[config.mk]
export PLATFORM = sky130hd
export DESIGN_NAME = lcu32_eq_and_unit
export DESIGN_NICKNAME = d
export VERILOG_FILES = /design/src/rtl/lcu32_eq_and_unit.sv
export SDC_FILE = /design/constraint.sdc
export NUM_CORES = 1
export LEC_CHECK = 0
export CORE_MARGIN = 2
export CORE_UTILIZATION = 36
export CTS_CLUSTER_SIZE = 12
export DETAILED_ROUTE_END_ITERATION = 8
export PLACE_DENSITY_LB_ADDON = 0.2
export SLEW_MARGIN = 20
export SYNTH_ARGS = -nofsm -noshare
export SYNTH_HDL_FRONTEND = slang
export SYNTH_SLANG_ARGS = --single-unit
[constraint.sdc]
create_clock -name clk -period 3.4 [get_ports clk]
set_input_delay 0.68 -clock clk [delete_from_list [all_inputs] [get_ports clk]]
set_output_delay 0.68 -clock clk [all_outputs]
set_load 0.01 [all_outputs]
[src/rtl/lcu32_eq_and_unit.sv]
// Compare and arithmetic primitives for the fetch/execute datapaths: a 32-bit two-level
// carry-lookahead adder, an equality comparator and a bitwise AND, each with a registered copy.
module lcu32_eq_and_unit #(
    parameter int EQ_WIDTH  = 6,
    parameter int AND_WIDTH = 1
) (
    input  logic                 clk,
    input  logic                 reset,
    input  logic                 en,
    input  logic [0:31]          inA,
    input  logic [0:31]          inB,
    input  logic                 c0,
    output logic [0:31]          sum,
    output logic                 cout,
    output logic                 ovf,
    input  logic [EQ_WIDTH-1:0]  eq_a,
    input  logic [EQ_WIDTH-1:0]  eq_b,
    output logic                 eq_out,
    input  logic [AND_WIDTH-1:0] and_a,
    input  logic [AND_WIDTH-1:0] and_b,
    output logic [AND_WIDTH-1:0] and_out,
    output logic [0:31]          sum_q,
    output logic                 cout_q,
    output logic                 ovf_q,
    output logic                 eq_q,
    output logic [AND_WIDTH-1:0] and_q
);

    // Second-level lookahead; index 0 is the least-significant group, c[8] is the final carry.
    // Each carry is a flat sum of products, so no carry ripples from one group to the next.
    function automatic logic [8:0] lookahead8(input logic [7:0] gg, input logic [7:0] gp,
                                              input logic cin);
        logic [8:0] c;
        logic       term;
        c = 9'b0;
        for (int n = 0; n <= 8; n++) begin
            term = cin;
            for (int l = 0; l < n; l++) term = term & gp[l[2:0]];
            c[n[3:0]] = term;
            for (int m = 0; m < n; m++) begin
                term = gg[m[2:0]];
                for (int l = m + 1; l < n; l++) term = term & gp[l[2:0]];
                c[n[3:0]] = c[n[3:0]] | term;
            end
        end
        return c;
    endfunction

    logic [0:31] w_g;
    logic [0:31] w_p;
    logic [0:31] w_c;
    logic [7:0]  w_grp_g;
    logic [7:0]  w_grp_p;
    logic [8:0]  w_grp_c;

    assign w_g = inA & inB;
    assign w_p = inA ^ inB;

    for (genvar n = 0; n < 8; n++) begin : g_group
        localparam int B = 4 * (7 - n);
        logic [3:0] w_gl;
        logic [3:0] w_pl;
        logic       w_cin;

        assign w_gl  = {w_g[B], w_g[B+1], w_g[B+2], w_g[B+3]};
        assign w_pl  = {w_p[B], w_p[B+1], w_p[B+2], w_p[B+3]};
        assign w_cin = w_grp_c[n];

        assign w_c[B+3] = w_cin;
        assign w_c[B+2] = w_gl[0] | (w_pl[0] & w_cin);
        assign w_c[B+1] = w_gl[1] | (w_pl[1] & w_gl[0]) | (w_pl[1] & w_pl[0] & w_cin);
        assign w_c[B]   = w_gl[2] | (w_pl[2] & w_gl[1]) | (w_pl[2] & w_pl[1] & w_gl[0])
                        | (w_pl[2] & w_pl[1] & w_pl[0] & w_cin);

        assign w_grp_g[n] = w_gl[3] | (w_pl[3] & w_gl[2]) | (w_pl[3] & w_pl[2] & w_gl[1])
                          | (w_pl[3] & w_pl[2] & w_pl[1] & w_gl[0]);
        assign w_grp_p[n] = &w_pl;
    end

    assign w_grp_c = lookahead8(w_grp_g, w_grp_p, c0);

    assign sum     = w_p ^ w_c;
    assign cout    = w_grp_c[8];
    assign ovf     = w_c[0] ^ w_grp_c[8];
    assign eq_out  = (eq_a == eq_b);
    assign and_out = and_a & and_b;

    logic [0:31]          r_sum;
    logic                 r_cout;
    logic                 r_ovf;
    logic                 r_eq;
    logic [AND_WIDTH-1:0] r_and;

    // Pipeline copies of every result: clear on reset, load on enable, otherwise hold.
    always_ff @(posedge clk) begin
        if (reset) begin
            r_sum  <= 32'h0000_0000;
            r_cout <= 1'b0;
            r_ovf  <= 1'b0;
            r_eq   <= 1'b0;
            r_and  <= '0;
        end else if (en) begin
            r_sum  <= sum;
            r_cout <= cout;
            r_ovf  <= ovf;
            r_eq   <= eq_out;
            r_and  <= and_out;
        end else begin
            r_sum  <= r_sum;
            r_cout <= r_cout;
            r_ovf  <= r_ovf;
            r_eq   <= r_eq;
            r_and  <= r_and;
        end
    end

    assign sum_q  = r_sum;
    assign cout_q = r_cout;
    assign ovf_q  = r_ovf;
    assign eq_q   = r_eq;
    assign and_q  = r_and;

endmodule

==> impl_metrics.tcl, run 1 <==
set metrics [dict create \
    cp-start-kind "primary input" \
    antenna_cells_inserted 0 \
    p_sw_uw 724.7 \
    grt_start_max_net_pins 46 \
    placed_area_um2 5162 \
    ys_async_sr_fraction_pct 0 \
    buffer_ports.inserted 153 \
    cts_hold_buffers 0 \
    rsz0062_at_grt "true" \
    setup_tns_ns -3.904 \
    synth_warnings 0 \
    synth.net_count 453 \
    drv_slew 0 \
    detailroute.via_count 3546 \
    dp_hpwl_mm 7.508 \
    first_pass_grt_wire_length_mm 17.50 \
    worst_slew_pin_slew_ns 0.8230 \
    drt_first_pass_iters 4 \
    detail_route.wirelength_mm 11.63 \
    p_clk_share_pct 15.8 \
    layout_common_cells "sky130_fd_sc_hd__buf_4, sky130_fd_sc_hd__clkdlybuf4s50_1, sky130_fd_sc_hd__nor2_1" \
    final_cell_count_no_fill 702 \
    p_leak_uw 0.002721 \
    chipHeight_um 93.16 \
    gr-usage-all-layers_pct 25.40 \
    yosysUniqueCellTypes 47 \
    detail_route.wl_per_cell_um 16.56 \
    finish.net_count 721 \
    initial_utilization_pct 37.03 \
    report.final.hold_viol_count 0 \
    grt_antenna_before_repair 0 \
    number_of_placement_rows 32 \
    gpl.final_weighted_congestion 0.8466 \
    cp_data_required_time_ns 2.72 \
    post_synth_main_area_contributors "sky130_fd_sc_hd__dfxtp_1, sky130_fd_sc_hd__ha_1, sky130_fd_sc_hd__nor2_1" \
    numPlacedInstances 656 \
    yosys_register_bits 36 \
    final_cell_area_um2 6081 \
    hold_slack_ns 0.4879 \
    most_common_cell_after_layout_fill_and_taps_aside "sky130_fd_sc_hd__buf_4" \
    cts_root_buf "sky130_fd_sc_hd__clkbuf_8" \
    drc 0 \
    hold_path_class "flop to flop" \
    power.internal_uw 1295 \
    die-area_um2 8678 \
    insertion_delay_ns 0.29 \
    grt_pass1_vias 3731 \
    fp.dieW_um 93.16 \
    fin_skew_ns 0 \
    finalCritPeriodShare_pct 110.5 \
    total_power_uw 2020 \
    worst-path-max-fanout 3 \
    timing.max_slew.rel_slack_pct 45.13 \
    irDropWorstVdd_mv 0.1809 \
    power.sequential.fraction_pct 24.2 \
    cts_tree "done" \
    antenna_violating_nets_post_route 0 \
    power.share.switching_pct 35.88 \
    cts_max_level 2 \
    post_synthesis_instance_total 331 \
    floorplan.core_area_um2 7727 \
    clk_path_buf_depth 2 \
    dr.first_iter.drc_count 90 \
    post-route-worst-setup-slack_ns -0.3558 \
    violations "negative setup slack" \
    cts-buffers-inserted 5 \
    minimum_period_implied_by_the_final_worst_setup_slack_ns 3.756 \
    maxClockFrequency_ghz 0.2663 \
    clock_sinks 36 \
    cellPowerDensity_nw_per_um2 332.1 \
    power.combinational.fraction_pct 60.0 \
    cts.clk_slew.worst_paths_ns 0.07 \
    synth.avg_cell_area_um2 8.645 \
    synth_edf_count 0 \
    drt-vias-per-instance 5.051 \
    worstPathArrival_ns 3.08 \
    netlist_area_um2 2861 \
    synthToLayoutAreaGrowth_pct 112.5 \
    criticalPathCategory "primary input to output port" \
    status "finished, violations left" \
    drive_gt1_share_pct 47.33 \
    synth_top_area_cell "sky130_fd_sc_hd__dfxtp_1" \
    critPathCaptureType "output port" \
    grt.overflow.total 0 \
    boundaryPins 154 \
    timing.max_cap.violations 0 \
    synth.yosys.seq_area_share_pct 25.19 \
    postSynth.topFlopCell "sky130_fd_sc_hd__dfxtp_1" \
    finalSetupViolations 20 \
    yosys.area.top_type_share_pct 25.19 \
]
-- area by class of cell --
class / count / area [µm²]
Inverter: 18 / 67.56
Tap cell: 102 / 127.6
Clock buffer: 5 / 68.82
Sequential cell: 36 / 720.7
Timing Repair Buffer: 272 / 2297
Fill cell: 486 / 1647
Clock inverter: 3 / 18.77
Multi-Input combinational cell: 266 / 2780
-- path summary, 6_finish.rpt --
kind | slack (ns) | depth (start not counted) | from | to
worst min register to register | 0.49 | 2 | sum_q[26] | sum_q[26]
worst max-delay path | -0.36 | 11 | inA[27] | sum[11]
worst min-delay path | 0.49 | 2 | sum_q[26] | sum_q[26]
worst max register to register | 2.51 | 3 | sum_q[16] | sum_q[16]
-- repair_timing --
action / in CTS / in global routing
buffers inserted: 28 / 14
pin swaps: 77 / 44
gates resized for setup: 343 / 48
setup endpoints to repair: 32 / 29
-- routing by layer --
layer  up-vias  wire (µm)  GRT usage [%]
met3        31        834          7.172
li1       1697          -              -
met2       148       6229          49.21
met1      1670       4164          26.05
met5         -          0              0
met4         0        400          8.088
-- through the flow --
stage	util, %	setup WS (ns)
5_1_grt	78.69	-0.4240
4_1_cts	76.47	-0.3595
3_3_place_gp	66.81	-1.062
3_5_place_dp	66.81	-1.129
6_report	78.69	-0.3558
2_1_floorplan	-	0.005156
-- flip-flops by register name, indices dropped and copies added, names as in the netlist --
register  flops
cout_q        1
and_q         1
sum_q        32
ovf_q         1
eq_q          1
-- cell families after synthesis --
kind of cell	share of synthesized area, %
and+or+nand+nor	17.05
muxes	6.690
AOI/OAI and AO/OA	19.11
xor gates and xnor gates	8.570
buffers and inverters	3.804
adders and majority gates	19.59
DFF	25.19
-- power groups by stage --
stage / clock, µW / sequential, µW / combinational (µW)
finish: 318 / 489 / 1210
global route: 342 / 494 / 1300
CTS: 328 / 489 / 1130
detailed placement: 0 / 498 / 997
global placement: 0 / 496 / 980
floorplan: 0 / 518 / 398
-- Yosys cell counts (all sizes together) (2+ instances only) --
| cell | number |
|---|---|
| nand3 | 4 |
| o31ai | 2 |
| dfxtp | 36 |
| o21ai | 11 |
| and3 | 3 |
| o21a | 5 |
| fa | 8 |
| a21o | 16 |
| a21oi | 17 |
| buf | 3 |
| o311ai | 2 |
| nand2 | 11 |
| a211oi | 10 |
| o22ai | 2 |
| inv | 18 |
| o211ai | 2 |
| clkbuf | 8 |
| nor3 | 11 |
| nor3b | 7 |
| or2 | 2 |
| ha | 32 |
| nand2b | 3 |
| nor4b | 2 |
| o21bai | 2 |
| or3 | 2 |
| xnor2 | 12 |
| xor2 | 16 |
| nor2 | 50 |
| mux2i | 18 |
-- worst max-delay path: stages --
cell                            delay [ns]
sky130_fd_sc_hd__dlygate4sd2_1        0.27
sky130_fd_sc_hd__ha_4                 0.29
sky130_fd_sc_hd__and3_4               0.19
sky130_fd_sc_hd__a211oi_4             0.07
sky130_fd_sc_hd__buf_4                0.15
sky130_fd_sc_hd__o311a_4              0.35
sky130_fd_sc_hd__buf_6                0.12
sky130_fd_sc_hd__o31ai_4              0.18
sky130_fd_sc_hd__a21o_1               0.18
sky130_fd_sc_hd__fa_2                 0.46
sky130_fd_sc_hd__buf_6                0.14
Note: power is estimated with default switching activity, not from simulation.
==> run 2: changes to the inputs <==
==> constraint.sdc (replaced) <==
create_clock -name clk -period 3.4 [get_ports clk]
set_input_delay 0.34 -clock clk [delete_from_list [all_inputs] [get_ports clk]]
set_output_delay 0.34 -clock clk [all_outputs]
set_load 0.01 [all_outputs]
==> run 2 against run 1 <==
Effect of this change: the flow now finishes without violations; non-clock buffer count down 47; register-to-register slack about the same; global-route usage down 4.5 points; critical path depth unchanged; clock skew unchanged; wire length down 19%; maximum frequency up 12%; flip-flop and latch count unchanged.
==> impl_metrics.tcl, run 2 (synthesized netlist as in run 1, its figures left out) <==
set metrics [dict create \
    status "completed" \
    antenna_cells_inserted 0 \
    clk_path_buf_depth 2 \
    grt.overflow.total 0 \
    buffer_ports.inserted 153 \
    report.final.hold_viol_count 0 \
    largest_reg_flops 32 \
    cts.clk_slew.worst_paths_ns 0.07 \
    hold_path_class "flop to flop" \
    detailroute.via_count 3251 \
    drt-vias-per-instance 4.963 \
    rsz0062_at_grt "true" \
    fin_skew_ns 0 \
    criticalPathCategory "primary input to output port" \
    dr.first_iter.drc_count 82 \
    synthToLayoutAreaGrowth_pct 87.67 \
    gpl.final_weighted_congestion 0.8313 \
    most_common_cell_after_layout_fill_and_taps_aside "sky130_fd_sc_hd__clkdlybuf4s50_1" \
    post-route-worst-setup-slack_ns 0.05714 \
    pre_cts_ws_ns -0.6237 \
    first_pass_grt_wire_length_mm 14.54 \
    drt_first_pass_iters 4 \
    cts-buffers-inserted 5 \
    timing.max_cap.violations 0 \
    fillCellCount 612 \
    drive_gt1_share_pct 24.77 \
    grt_start_max_net_pins 46 \
    p_leak_uw 0.002461 \
    drc 0 \
    grt_antenna_before_repair 0 \
    worstPathArrival_ns 3.00 \
    regArea_um2 720.7 \
    critPathCaptureType "output port" \
    multi_input_logic_area_um2 2310 \
    cellPowerDensity_nw_per_um2 347.1 \
    finalSetupViolations 0 \
    finish.net_count 674 \
    floorplan.core_area_um2 7727 \
    ff2ff_setup_slack_ns 2.50 \
    layout_common_cells "sky130_fd_sc_hd__clkdlybuf4s50_1, sky130_fd_sc_hd__buf_4, sky130_fd_sc_hd__nor2_1" \
    irDropWorstVdd_mv 0.2050 \
    finalCritPeriodShare_pct 98.32 \
    die-area_um2 8678 \
    cts_tree "done" \
    minimum_period_implied_by_the_final_worst_setup_slack_ns 3.343 \
    whs_path_depth 2 \
    r2r_start "sum_q[16]" \
    worstReg2RegEnd "sum_q[16]" \
    cp-start-kind "primary input" \
    timing.max_slew.rel_slack_pct 42.64 \
    boundaryPins 154 \
    ff2ff_path_depth 3 \
    number_of_placement_rows 32 \
    cts_max_level 2 \
    detail_route.wl_per_cell_um 14.44 \
    worst_slew_pin_slew_ns 0.8603 \
    hold_slack_ns 0.4787 \
    maxClockFrequency_ghz 0.2991 \
    chipHeight_um 93.16 \
    cts_root_buf "sky130_fd_sc_hd__clkbuf_8" \
    insertion_delay_ns 0.29 \
    antenna_violating_nets_post_route 0 \
    dp_hpwl_mm 7.007 \
    worst-path-max-fanout 4 \
    initial_utilization_pct 37.03 \
    detail_route.wirelength_mm 9.461 \
    start_point_of_the_worst_hold_path "sum_q[7]" \
    clock_sinks 36 \
    cp_data_required_time_ns 3.06 \
    final_core_utilization_pct 69.49 \
    holdPathEnd "sum_q[7]" \
    drv_slew 0 \
    fp.dieW_um 93.16 \
    gr-usage-all-layers_pct 20.88 \
    grt_pass1_vias 3179 \
]
==> run 2: worst max-delay path: stages <==
cell and delay [ns]:
sky130_fd_sc_hd__clkdlybuf4s50_1 0.43, sky130_fd_sc_hd__ha_1 0.37, sky130_fd_sc_hd__o21ai_4 0.09, sky130_fd_sc_hd__nor2_4 0.16, sky130_fd_sc_hd__a211oi_4 0.09, sky130_fd_sc_hd__buf_6 0.13
sky130_fd_sc_hd__o311a_4 0.35, sky130_fd_sc_hd__buf_4 0.14, sky130_fd_sc_hd__nor2_1 0.13, sky130_fd_sc_hd__fa_2 0.46, sky130_fd_sc_hd__dlygate4sd2_1 0.30
==> run 2: timing repair <==
item / CTS / global route
buffers inserted: 8 / 1
gates resized for setup: 71 / 54
endpoints found under the setup margin: 28 / 24
hold buffers: 0 / 0
hold endpoints to repair: 0 / 0
pin swaps: 19 / 20
==> run 2: worst max path at each step <==
| stage | startpoint | end | depth (start not counted) |
|---|---|---|---|
| after floorplan | inA[24] | sum[7] | 9 |
| after CTS | inB[24] | sum[7] | 11 |
| after detailed placement | inA[31] | sum[7] | 11 |
| after global routing | inA[29] | sum[15] | 11 |
| after global placement | inA[31] | sum[7] | 11 |
| final | inA[29] | sum[15] | 11 |
==> run 2: area by class of cell <==
cell class,count,area share (%)
Timing Repair Buffer,225,37.93
Clock buffer,6,1.351
Tap cell,102,2.377
Sequential cell,36,13.42
Clock inverter,2,0.6524
Multi-Input combinational cell,266,43.01
Inverter,18,1.258
==> run 2: metrics by stage <==
stage	instances	instance area, µm²	setup TNS (ns)	total power (µW)
floorplan	331	2861	0	901.2
global placement	638	4942	-6.570	1427
detailed placement	638	4942	-8.237	1444
CTS	654	5162	-0.09372	1834
global route	655	5370	-0.2056	1981
finish	655	5370	0	1864
==> run 2: per-layer routing <==
layer  share of wire (%)  track usage, %  vias up
met5                   0               0        -
li1                    -               -     1614
met1                  41           24.57     1520
met2                  51           37.92      103
met3                 6.4           4.754       14
met4                 1.7           5.760        0
==> run 2: where the power goes <==
group          total (µW)  switching (µW)  internal, µW  leakage (µW)
clock network         386             169           218     0.0000552
registers             488            21.2           467      0.000298
logic                 990             433           557       0.00211
